--- config.mk ---
export PLATFORM = sky130hd
export DESIGN_NAME = tcs34725_reader
export DESIGN_NICKNAME = d
export VERILOG_FILES = /design/src/rtl/tcs34725_reader.sv
export SDC_FILE = /design/constraint.sdc
export NUM_CORES = 1
export LEC_CHECK = 0
export BUFFER_PORTS_ARGS = -buffer_cell sky130_fd_sc_hd__clkbuf_2
export CAP_MARGIN = 20
export CORE_MARGIN = 4
export CORE_UTILIZATION = 40
export CTS_CLUSTER_DIAMETER = 150
export DETAILED_ROUTE_END_ITERATION = 12
export GPL_ROUTABILITY_DRIVEN = 0
export PLACE_DENSITY = 0.64
export SLEW_MARGIN = 20
export SYNTH_ARGS = -nofsm -noshare
export SYNTH_HDL_FRONTEND = slang
export SYNTH_SLANG_ARGS = --single-unit
--- constraint.sdc ---
create_clock -name clk -period 7.3 [get_ports clk]
set_input_delay 1.46 -clock clk [delete_from_list [all_inputs] [get_ports clk]]
set_output_delay 1.46 -clock clk [all_outputs]
set_load 0.03 [all_outputs]
--- src/rtl/tcs34725_reader.sv ---
// tcs34725_reader: free-running I2C master that powers up a TCS34725 and
// repeatedly burst-reads its clear/red/green/blue channels.
module tcs34725_reader #(
  parameter int          CLK_HZ    = 50_000_000,
  parameter int          I2C_HZ    = 100_000,
  parameter logic [6:0]  DEV_ADDR  = 7'h29,
  parameter logic [7:0]  ATIME     = 8'hF6,
  parameter int          PON_WAIT  = 150_000,
  parameter int          POLL_WAIT = 1_250_000
) (
  input  logic        clk,
  input  logic        rst,
  input  logic        en,
  input  logic        sda_in,
  output logic        scl_oe,
  output logic        sda_oe,
  output logic [15:0] clear,
  output logic [15:0] red,
  output logic [15:0] green,
  output logic [15:0] blue,
  output logic        data_valid,
  output logic        nack,
  output logic        busy
);
  localparam int Q    = CLK_HZ / (4 * I2C_HZ);
  localparam int QW   = Q > 1 ? $clog2(Q) : 1;
  localparam int WMAX = PON_WAIT > POLL_WAIT ? PON_WAIT : POLL_WAIT;
  localparam int WW   = $clog2(WMAX + 1);

  typedef enum logic [2:0] {S_IDLE, S_WPON, S_POLL, S_START, S_BIT, S_STOP, S_FIN} state_t;
  typedef enum logic [1:0] {T_PON, T_EN, T_AT, T_RD} txn_t;

  state_t        state;
  txn_t          txn, go_txn;
  logic [QW-1:0] cnt;
  logic [WW-1:0] wcnt;
  logic [1:0]    q;
  logic [3:0]    b, bi;
  logic [7:0]    sh;
  logic [63:0]   shd;
  logic          nk, abt, init_done, tick, rd, go, wdone;

  function automatic logic [7:0] wbyte(input txn_t t, input logic [3:0] i);
    return i == 4'd0 ? {DEV_ADDR, 1'b0} :
           i == 4'd1 ? (t == T_RD ? 8'hB4 : t == T_AT ? 8'h81 : 8'h80) :
           t == T_RD ? {DEV_ADDR, 1'b1} : t == T_PON ? 8'h01 : t == T_EN ? 8'h03 : ATIME;
  endfunction

  assign tick   = cnt == QW'(Q - 1);
  assign rd     = bi > 4'd2;
  assign busy   = state != S_IDLE;
  assign wdone  = wcnt == (state == S_WPON ? WW'(PON_WAIT - 1) : WW'(POLL_WAIT - 1));
  assign go     = (state == S_IDLE && en) || ((state == S_WPON || state == S_POLL) && wdone) ||
                  (state == S_FIN && !abt && txn == T_EN);
  assign go_txn = state == S_WPON ? T_EN : state == S_FIN ? T_AT : init_done ? T_RD : T_PON;

  // Byte index bi: 0 addr+W, 1 cmd, 2 data or addr+R, 3..10 read bytes.
  always_ff @(posedge clk or negedge rst)
    if (!rst) begin
      state      <= S_IDLE;
      txn        <= T_PON;
      cnt        <= '0;
      wcnt       <= '0;
      q          <= '0;
      b          <= '0;
      bi         <= '0;
      sh         <= '0;
      shd        <= '0;
      nk         <= 1'b0;
      abt        <= 1'b0;
      init_done  <= 1'b0;
      scl_oe     <= 1'b0;
      sda_oe     <= 1'b0;
      clear      <= '0;
      red        <= '0;
      green      <= '0;
      blue       <= '0;
      data_valid <= 1'b0;
      nack       <= 1'b0;
    end else begin
      cnt        <= tick ? '0 : cnt + 1'b1;
      data_valid <= 1'b0;
      nack       <= 1'b0;
      case (state)
        S_WPON, S_POLL: if (!wdone) wcnt <= wcnt + 1'b1;
        S_START: if (tick) begin
          q <= q + 1'b1;
          case (q)
            2'd0: sda_oe <= 1'b0;
            2'd1: scl_oe <= 1'b0;
            2'd2: sda_oe <= 1'b1;
            default: begin
              scl_oe <= 1'b1;
              state  <= S_BIT;
              b      <= '0;
              sh     <= wbyte(txn, bi);
            end
          endcase
        end
        S_BIT: if (tick) begin
          q <= q + 1'b1;
          case (q)
            2'd0: sda_oe <= b[3] ? (rd && bi != 4'd10) : (!rd && !sh[7]);
            2'd1: scl_oe <= 1'b0;
            2'd2: if (b[3]) nk <= sda_in & ~rd; else sh <= {sh[6:0], sda_in};
            default: begin
              scl_oe <= 1'b1;
              b      <= b + 1'b1;
              if (b[3]) begin
                b <= '0;
                if (nk) begin
                  abt   <= 1'b1;
                  state <= S_STOP;
                end else begin
                  if (rd) shd <= {sh, shd[63:8]};
                  if (bi == 4'd10 || (txn != T_RD && bi == 4'd2)) state <= S_STOP;
                  else if (txn == T_RD && bi == 4'd1) begin
                    state <= S_START;
                    bi    <= 4'd2;
                  end else begin
                    bi <= bi + 4'd1;
                    sh <= wbyte(txn, bi + 4'd1);
                  end
                end
              end
            end
          endcase
        end
        S_STOP: if (tick) begin
          q <= q + 1'b1;
          case (q)
            2'd0: sda_oe <= 1'b1;
            2'd1: scl_oe <= 1'b0;
            2'd2: begin
              sda_oe <= 1'b0;
              state  <= S_FIN;
              q      <= '0;
            end
            default: ;
          endcase
        end
        S_FIN: begin
          wcnt <= '0;
          if (abt) begin
            nack      <= 1'b1;
            init_done <= 1'b0;
            state     <= en ? S_POLL : S_IDLE;
          end else case (txn)
            T_PON: state <= S_WPON;
            T_EN:  ;
            T_AT: begin
              init_done <= 1'b1;
              state     <= en ? S_POLL : S_IDLE;
            end
            default: begin
              data_valid <= 1'b1;
              clear      <= shd[15:0];
              red        <= shd[31:16];
              green      <= shd[47:32];
              blue       <= shd[63:48];
              state      <= en ? S_POLL : S_IDLE;
            end
          endcase
        end
        default: ;
      endcase
      if (go) begin
        state <= S_START;
        txn   <= go_txn;
        cnt   <= '0;
        q     <= '0;
        bi    <= '0;
        abt   <= 1'b0;
      end
    end
endmodule

==> qor.csv, run 1 <==
metric,value,unit
rsz0062_at_grt,false,
fp.dieH,155,um
hold_depth,1,
met1_length,8380,um
drc_errors,0,
cts_resized,0,
htreeDepth,4,
ys_ff_latch,186,
numPortBuffers,72,
maxSlewViolCount,0,
reg2reg_depth,5,
synth_cell_types,66,
synth_area_leader_cell,dfrtp_1,
vias_per_cell,5.44,
synth.most_common_cell,dfrtp_1,
ys_seq_area_share,53.8,%
grtUsageTotal,14.6,%
syn_avg_cell_area,12.1,um^2
clockBufferDepth,2,
cts_setup_buffers,0,
syn2layout_area_growth,13.2,%
die-area,24100,um^2
place_ws,4.13,ns
routed_wl,17300,um
die_x,155,um
critPathMaxFanout,65,
design.core.area,21200,um^2
critPathCaptureType,register,
antennaDiodeCount,0,
synth_edf_count,0,
fin_area,9800,um^2
first_iter_violations,406,
synthCells,714,
cts.clk_slew.worst_paths,0.08,ns
dr_total_vias,5705,
syn_area,8660,um^2
yosys_warnings,0,
grt_remaining_overflow,0,
cp_data_arrival_time,3.46,ns
wl_met2,7980,um
postPlaceCellArea,9140,um^2
crit_type,reg -> reg,
cts_hold_buffers,0,
fin_setup_tns,0,ns
synth_top_area_share,53.8,%
initial_core_util,40.9,%
p_leak,4.72,nW
cp.required,7.61,ns
instances_no_fill,1049,
grt_max_degree,131,
wl_per_cell,16.4,um
dp_hpwl,11300,um
placedCellCount,1017,
worst_slack,4.15,ns
rows,53,
drt-pass1-iter-count,5,
maxUsedRoutingLayer,met4,
ant_nets,0,
met3_length,694,um
synth_top_cells_by_count,"dfrtp_1, mux2_2, nand2_1",
clkSinkCount,186,
max_slew_margin,30.1,%
antenna_found_initial,0,
drive_above_1_share,33.1,%
grt_pass1_wl,28700,um
grt_pass1_vias,5516,
synth.net_count,727,
status,completed,
worstMarginPinSlew,1.05,ns
nets,774,
finalCritPeriodShare,43.1,%
clk_latency,0.43,ns
fin_worst_skew,0.0107,ns
setup_viol,0,
holdWs,0.505,ns
ys.flop_type,dfrtp_1,
netlist_top_cells_area,"dfrtp_1, mux2_2, mux2_4",
synthArstFlopShare,100,%
vdd_ir_drop_max,0.146,mV
max_cap_viol_count,0,
fmax,318,MHz
cellPowerDensity,210,nW/um^2
final_hold_viol_count,0,
startpoint_type,register,
hold_path_class,reg -> reg,
post-route-min-period,3.15,ns
io_pins,73,
cts_buffers,17,
root_buffer,clkbuf_16,
cts_tree,built,
==> cell usage in the layout (no fill, tap or decap), types with 4 or more instances in the layout <==
| master | instances |
|---|---|
| a21oi_1 | 30 |
| and2_1 | 5 |
| nor3_1 | 20 |
| mux2_2 | 108 |
| nand2_1 | 45 |
| clkbuf_16 | 17 |
| clkinv_8 | 4 |
| xor2_1 | 4 |
| mux2_4 | 24 |
| and3_1 | 8 |
| nand3b_1 | 5 |
| mux2i_1 | 16 |
| nor4_1 | 4 |
| dfrtp_1 | 186 |
| inv_1 | 14 |
| or4_1 | 9 |
| nor2b_1 | 5 |
| nor2_1 | 30 |
| nand3_1 | 25 |
| o31ai_1 | 13 |
| clkbuf_2 | 71 |
| nor4b_1 | 4 |
| ha_1 | 9 |
| a31oi_1 | 8 |
| o21ai_0 | 22 |
| nand2b_1 | 7 |
| nand4_1 | 12 |
==> registers in the layout, indices dropped and copies added (netlist names), 3 cells and up <==
| register | cells |
|---|---|
| shd | 64 |
| bi | 4 |
| clear | 16 |
| sh | 8 |
| wcnt | 21 |
| state | 3 |
| b | 4 |
| blue | 16 |
| red | 16 |
| green | 16 |
| cnt | 7 |
==> cell families after synthesis <==
group,synth area share [%]
fa+ha+maj,1.30
buf+inv,3.48
xor+xnor,0.708
flops,53.8
simple gates,12.5
compound gates,8.17
mux,20.1
==> stage by stage <==
stage / total power [mW] / utilization (%)
CTS: 2.08 / 46.3
floorplan: 1.05 / -
global route: 2.13 / 46.3
global placement: 1.07 / 43.2
detailed placement: 1.07 / 43.2
finish: 2.06 / 46.3
==> critical path: stages (launching register included) <==
cell and delay [ns]:
dfrtp_1 0.69, nor2b_1 0.30, and2_1 0.60, and3_2 0.27, buf_4 0.64, mux2_2 0.43
==> layout make-up <==
type	instances	area [um^2]
Clock buffer	17	425
Clock inverter	15	230
Fill cell	1945	11400
Inverter	14	52.6
Multi-Input combinational cell	468	3710
Sequential cell	186	4650
Tap cell	275	344
Timing Repair Buffer	74	385
==> final timing paths <==
| check | start | endpoint | slack, ns |
|---|---|---|---|
| worst min register to register | shd[6] | shd[6] | 0.51 |
| worst max register to register | state[1] | clear[11] | 4.15 |
| worst min-delay path | shd[6] | shd[6] | 0.51 |
| max in group asynchronous | rst | q[0] | 4.90 |
| min in group asynchronous | rst | clear[5] | 1.09 |
| worst max-delay path | state[1] | clear[11] | 4.15 |
==> routing by layer <==
layer  GRT usage, %  vias up
met5              0        -
met4           4.16        0
met3           2.95       12
met2           22.2      114
met1           21.1     2886
li1               -     2693
==> where the power goes <==
part	internal [mW]	switching (mW)	leakage (nW)
combinational	0.00157	0.0197	1.84
sequential	1.03	0	2.57
clock	0.561	0.445	0.311
(Power assumes the default switching activity.)
==> run 2, diff against run 1 <==
--- a/config.mk
+++ b/config.mk
@@ -12,7 +12,7 @@
 export CTS_CLUSTER_DIAMETER = 150
 export DETAILED_ROUTE_END_ITERATION = 12
 export GPL_ROUTABILITY_DRIVEN = 0
-export PLACE_DENSITY = 0.64
+export PLACE_DENSITY = 0.66
 export SLEW_MARGIN = 20
 export SYNTH_ARGS = -nofsm -noshare
 export SYNTH_HDL_FRONTEND = slang
==> constraint.sdc (replaced) <==
create_clock -name clk -period 2.61 [get_ports clk]
set_input_delay 0.522 -clock clk [delete_from_list [all_inputs] [get_ports clk]]
set_output_delay 0.522 -clock clk [all_outputs]
set_load 0.03 [all_outputs]
==> run 2 against run 1 <==
Against the previous run:
- critical path depth grew 2
- first-iteration DRC count shrank 14%
- routed wire length is 3.0% higher
- clock skew up 0.0021 ns
- global-route usage rose by 0.90 points
- register-to-register slack worse by 4.0 ns
- critical path type unchanged
- largest power group unchanged
- via count is 1.4% higher
- final area is 2.6% higher
- sequential share of layout area is 1.2 points lower
- cell count rose by 2.9%
==> qor.csv, run 2 (synthesis gave the netlist of run 1 again) <==
metric,value,unit,change
status,completed,,
drc_errors,0,,unchanged
cts_resized,0,,unchanged
busiest_layer,met2,,
sequentialPowerShare,51.4,%,+1.4 points
grt_remaining_overflow,0,,unchanged
hold_path_class,in -> async,,
max_slew_margin,56.4,%,+26 points
reg_top3,"shd (64), wcnt (21)",,
grt_pass1_vias,5718,,+3.7%
rows,53,,unchanged
final_util,47.5,%,+1.2 points
cts_buffers,17,,unchanged
critPathCaptureType,register,,
path_buf_inv,1,,unchanged
fin_worst_skew,0.0128,ns,+0.00214 ns
die-area,24100,um^2,unchanged
grtUsageTotal,15.5,%,+0.90 points
root_buffer,clkbuf_16,,
design.core.area,21200,um^2,unchanged
finalCritPeriodShare,93.0,%,+50 points
grt_util_met1,22.1,%,+0.97 points
cp_top_family,compound AO/OA/AOI/OAI gates,,
cp.required,2.98,ns,-4.63 ns
mostFrequentLayoutCells,"dfrtp_1, mux2_2, clkbuf_2",,
holdWs,0.0703,ns,-0.435 ns
use_met3,2.95,%,unchanged
io_pins,73,,unchanged
cp_data_arrival_time,2.80,ns,-0.66 ns
final_hold_viol_count,0,,unchanged
setup_viol,0,,unchanged
cellPowerDensity,557,nW/um^2,+170%
antennaDiodeCount,0,,unchanged
syn2layout_area_growth,16.1,%,
nFillCells,1870,,-3.9%
final_common_cell,dfrtp_1,,
clkSinkCount,186,,unchanged
power.total,5.60,mW,+170%
vias_per_cell,5.36,,-1.4%
nets,804,,+3.9%
wl_per_cell,16.5,um,+0.17%
cts.clk_slew.worst_paths,0.08,ns,about the same
regMostFlops,shd,,
maxSlewViolCount,0,,unchanged
clockBufferDepth,2,,unchanged
post-route-min-period,2.43,ns,-0.718 ns
p_leak,4.88,nW,+3.4%
first_iter_violations,348,,-14%
vdd_ir_drop_max,0.402,mV,+180%
max_cap_viol_count,0,,unchanged
crit_chain,inv_1 > ha_1 > and2_1 > a41oi_1 > o21ai_0 > a221oi_1 > mux2_2,,
htreeDepth,4,,unchanged
cts_tree,built,,
switching_share,25.0,%,+2.4 points
place_ws,0.151,ns,-3.98 ns
placedCellCount,1047,,+2.9%
cts_setup_buffers,0,,unchanged
worst_slack,0.183,ns,-3.97 ns
largest_reg_flops,64,,unchanged
fmax,412,MHz,+30%
grt_pass1_wl,30300,um,+5.6%
p_sw,1.40,mW,+200%
pwr-share-comb,1.2,%,+0.2 points
ant_nets,0,,unchanged
fin_area,10000,um^2,+2.6%
die_x,155,um,unchanged
worstMarginPinSlew,0.649,ns,-0.400 ns
cts_hold_buffers,0,,unchanged
startpoint_type,register,,
numPortBuffers,72,,unchanged
grtUsageMet2,24.3,%,+2.1 points
fp.dieH,155,um,unchanged
drt-pass1-iter-count,5,,unchanged
crit_type,reg -> reg,,
initial_core_util,40.9,%,unchanged
rsz0062_at_grt,false,,
instances_no_fill,1079,,+2.9%
clk_latency,0.44,ns,about the same
critPathMaxFanout,11,,-83%
drive_above_1_share,35.6,%,+2.5 points
fin_setup_tns,0,ns,unchanged
postPlaceCellArea,9420,um^2,+3.0%
dr_total_vias,5785,,+1.4%
grt_max_degree,68,,-48%
max_stage_delay,0.49,ns,-0.20 ns
dp_hpwl,12100,um,+7.3%
antenna_found_initial,0,,unchanged
p_clk_share,47.4,%,-1.5 points
routed_wl,17800,um,+3.0%
internal-power,4.20,mW,+160%
cp_slowest_cell,a41oi_1,,
## run 2: final cells by class
cell class                 instances  area (um^2)  area share, %
sequential                       186         4650           46.3
multi-input combinational        468         3720           37.0
timing repair buffer             104          659           6.56
clock buffer                      17          425           4.23
tap                              275          344           3.42
clock inverter                    15          195           1.94
inverter                          14         52.6          0.523
## run 2: final timing paths
kind | start | end | slack [ns] | cells past startpoint
setup / recovery | bi[0] | sh[1] | 0.18 | 7
hold / removal | rst | clear[3] | 0.07 | 1
setup reg to reg | bi[0] | sh[1] | 0.18 | 7
hold reg to reg | shd[4] | clear[4] | 0.50 | 1
max in group asynchronous | rst | wcnt[8] | 1.83 | 2
min in group clk | sda_in | nk | 0.40 | 3
## run 2: worst reg2reg max path, cell delays in order (launching register included)
cell      delay, ns
dfrtp_1        0.47
inv_1          0.14
ha_1           0.35
and2_1         0.22
a41oi_1        0.49
o21ai_0        0.19
a221oi_1       0.30
mux2_2         0.20
## run 2: power by group through the flow
stage                     Clock [mW]  Sequential (mW)  Combinational [mW]
final                           2.65             2.88              0.0694
after global routing            2.84             2.88              0.0839
after CTS                       2.72             2.88              0.0753
after detailed placement           0             2.94              0.0752
after global placement             0             2.94              0.0745
after floorplan                    0             2.94            0.000387
## run 2: routing by layer
| metal | wire length (um) | up-vias | share of wire [%] |
|---|---|---|---|
| li1 | - | 2754 | - |
| met1 | 8510 | 2897 | 48 |
| met2 | 8430 | 122 | 47 |
| met3 | 695 | 12 | 3.9 |
| met4 | 149 | 0 | 0.84 |
| met5 | 0 | - | 0 |
==> run 3, diff against run 2 <==
--- a/config.mk
+++ b/config.mk
@@ -8,11 +8,11 @@
 export BUFFER_PORTS_ARGS = -buffer_cell sky130_fd_sc_hd__clkbuf_2
 export CAP_MARGIN = 20
 export CORE_MARGIN = 4
-export CORE_UTILIZATION = 40
+export CORE_UTILIZATION = 50
 export CTS_CLUSTER_DIAMETER = 150
 export DETAILED_ROUTE_END_ITERATION = 12
 export GPL_ROUTABILITY_DRIVEN = 0
-export PLACE_DENSITY = 0.66
+export PLACE_DENSITY = 0.78
 export SLEW_MARGIN = 20
 export SYNTH_ARGS = -nofsm -noshare
 export SYNTH_HDL_FRONTEND = slang
==> run 3 against run 2 <==
Against the previous run:
- sequential share of layout area increased by 0.37 points
- critical path depth unchanged
- core utilization up 12 points
- worst hold slack improved by 0.065 ns
- final area is 0.78% lower
- register-to-register slack is essentially flat
- setup slack improved by 0.0071 ns
- die area fell by 19%
- flip-flop and latch count unchanged
- non-clock buffer count is 3 higher
- critical path type unchanged
- largest power group unchanged
==> qor.csv, run 3 (synthesis gave the netlist of run 1 again) <==
metric,value,unit,change
final_hold_viol_count,0,,unchanged
design.core.area,16800,um^2,-21%
grt_pass1_wl,29300,um,-3.4%
rows,47,,-11%
reg2reg_depth,7,,unchanged
clkSinkCount,186,,unchanged
placedCellCount,995,,-5.0%
syn2layout_area_growth,15.2,%,
root_buffer,clkbuf_16,,
grt_pass1_vias,5805,,+1.5%
rsz0062_at_grt,false,,
die_x,140,um,-10%
dr_total_vias,5820,,+0.61%
cts_buffers,17,,unchanged
antennaDiodeCount,0,,unchanged
cp_data_arrival_time,2.79,ns,about the same
mostFrequentLayoutCells,"dfrtp_1, mux2_2, clkbuf_2",,
cp_slowest_cell,a41oi_1,,
fmax,413,MHz,+0.29%
rr_endpoint,sh[1],,
power.total,5.51,mW,-1.5%
fin_setup_tns,0,ns,unchanged
crit_chain,inv_1 > ha_1 > and2_1 > a41oi_1 > o21ai_0 > a221oi_1 > mux2_2,,
grtUsageTotal,18.3,%,+2.8 points
nets,807,,+0.37%
instances_no_fill,1027,,-4.8%
die-area,19500,um^2,-19%
drive_above_1_share,35.7,%,+0.12 points
max_slew_margin,55.2,%,-1.2 points
p_leak,4.89,nW,+0.14%
largest_reg_flops,64,,unchanged
maxSlewViolCount,0,,unchanged
fp.dieH,140,um,-10%
cts.clk_slew.worst_paths,0.07,ns,about the same
cp.required,2.98,ns,about the same
cellPowerDensity,553,nW/um^2,-0.75%
startpoint_type,register,,
met3_length,817,um,+18%
fin_worst_skew,0.0102,ns,-0.00263 ns
drt-pass1-iter-count,5,,unchanged
reg_top3,"shd (64), wcnt (21)",,
max_stage_delay,0.47,ns,-0.02 ns
io_pins,73,,unchanged
antenna_found_initial,0,,unchanged
clk_latency,0.43,ns,about the same
maxUsedRoutingLayer,met4,,
critPathCaptureType,register,,
final_util,59.5,%,+12 points
initial_core_util,51.7,%,+11 points
met1_length,7930,um,-6.8%
regMostFlops,shd,,
vias_per_cell,5.67,,+5.7%
grt_max_degree,88,,+29%
clockBufferDepth,2,,unchanged
critPathMaxFanout,11,,unchanged
max_cap_viol_count,0,,unchanged
final_common_cell,dfrtp_1,,
fin_area,9970,um^2,-0.78%
wl_per_cell,17.0,um,+3.0%
wl_met2,8480,um,+0.58%
cts_hold_buffers,0,,unchanged
postPlaceCellArea,9370,um^2,-0.49%
path_buf_inv,1,,unchanged
setup_viol,0,,unchanged
cts_tree,built,,
numPortBuffers,72,,unchanged
htreeDepth,4,,unchanged
ant_nets,0,,unchanged
dp_hpwl,11900,um,-1.8%
vdd_ir_drop_max,0.437,mV,+8.7%
post-route-min-period,2.42,ns,-0.00713 ns
crit_type,reg -> reg,,
finalCritPeriodShare,92.7,%,-0.27 points
first_iter_violations,326,,-6.3%
r2r-start,bi[0],,
nFillCells,1341,,-28%
worstMarginPinSlew,0.672,ns,+0.0226 ns
r2r_slack,0.19,ns,about the same
grt_remaining_overflow,0,,unchanged
status,completed,,
drc_errors,0,,unchanged
cp_top_family,compound AO/OA/AOI/OAI gates,,
routed_wl,17400,um,-2.0%
hold_path_class,in -> async,,
-- run 3: timing repair --
item | 4_1_cts | 5_1_grt
setup endpoints to repair | 0 | 4
setup buffers | 0 | 0
resized for setup | 0 | 1
-- run 3: power breakdown --
| group | switching (mW) | internal, mW | total [mW] |
|---|---|---|---|
| Combinational | 0.0577 | 0.0109 | 0.0687 |
| Sequential | 0 | 2.88 | 2.88 |
| Clock | 1.18 | 1.39 | 2.57 |
| Total | 1.23 | 4.28 | 5.51 |
-- run 3: layer usage --
| metal | track usage [%] | up-vias |
|---|---|---|
| met3 | 4.19 | 18 |
| li1 | - | 2755 |
| met4 | 5.00 | 0 |
| met2 | 29.3 | 146 |
| met5 | 0 | - |
| met1 | 25.3 | 2901 |
-- run 3: per-stage QoR --
step	hold slack (ns)	setup WS, ns
2_1_floorplan	0.226	0.262
3_3_place_gp	0.486	0.269
3_5_place_dp	0.490	0.165
4_1_cts	0.152	0.155
5_1_grt	0.177	0.0322
6_report	0.136	0.190
-- run 3: final cells by class --
| cell class | count | area, um^2 | share of cell area [%] |
|---|---|---|---|
| sequential | 186 | 4650 | 46.7 |
| tap | 220 | 275 | 2.76 |
| inverter | 14 | 52.6 | 0.527 |
| multi-input combinational | 468 | 3710 | 37.2 |
| timing repair buffer | 107 | 682 | 6.84 |
| clock buffer | 19 | 443 | 4.44 |
| clock inverter | 13 | 149 | 1.49 |
-- run 3: how the worst max path moves through the flow --
stage	end	cells after the start	slack [ns]	startpoint
2_1_floorplan	abt	8	0.26	wcnt[0]
3_3_place_gp	sh[1]	6	0.27	bi[0]
3_5_place_dp	sh[3]	6	0.16	bi[0]
4_1_cts	sh[0]	6	0.15	bi[0]
5_1_grt	sh[1]	7	0.03	bi[0]
6_report	sh[1]	7	0.19	bi[0]
-- run 3: worst reg2reg max path: cells and delay by family (launching register included) --
family | cells | cell delay [ns]
DFF | 1 | 0.46
adders and majority gates | 1 | 0.35
muxes | 1 | 0.21
buffers and inverters | 1 | 0.13
AOI/OAI and AO/OA | 3 | 0.99
and+or+nand+nor | 1 | 0.21
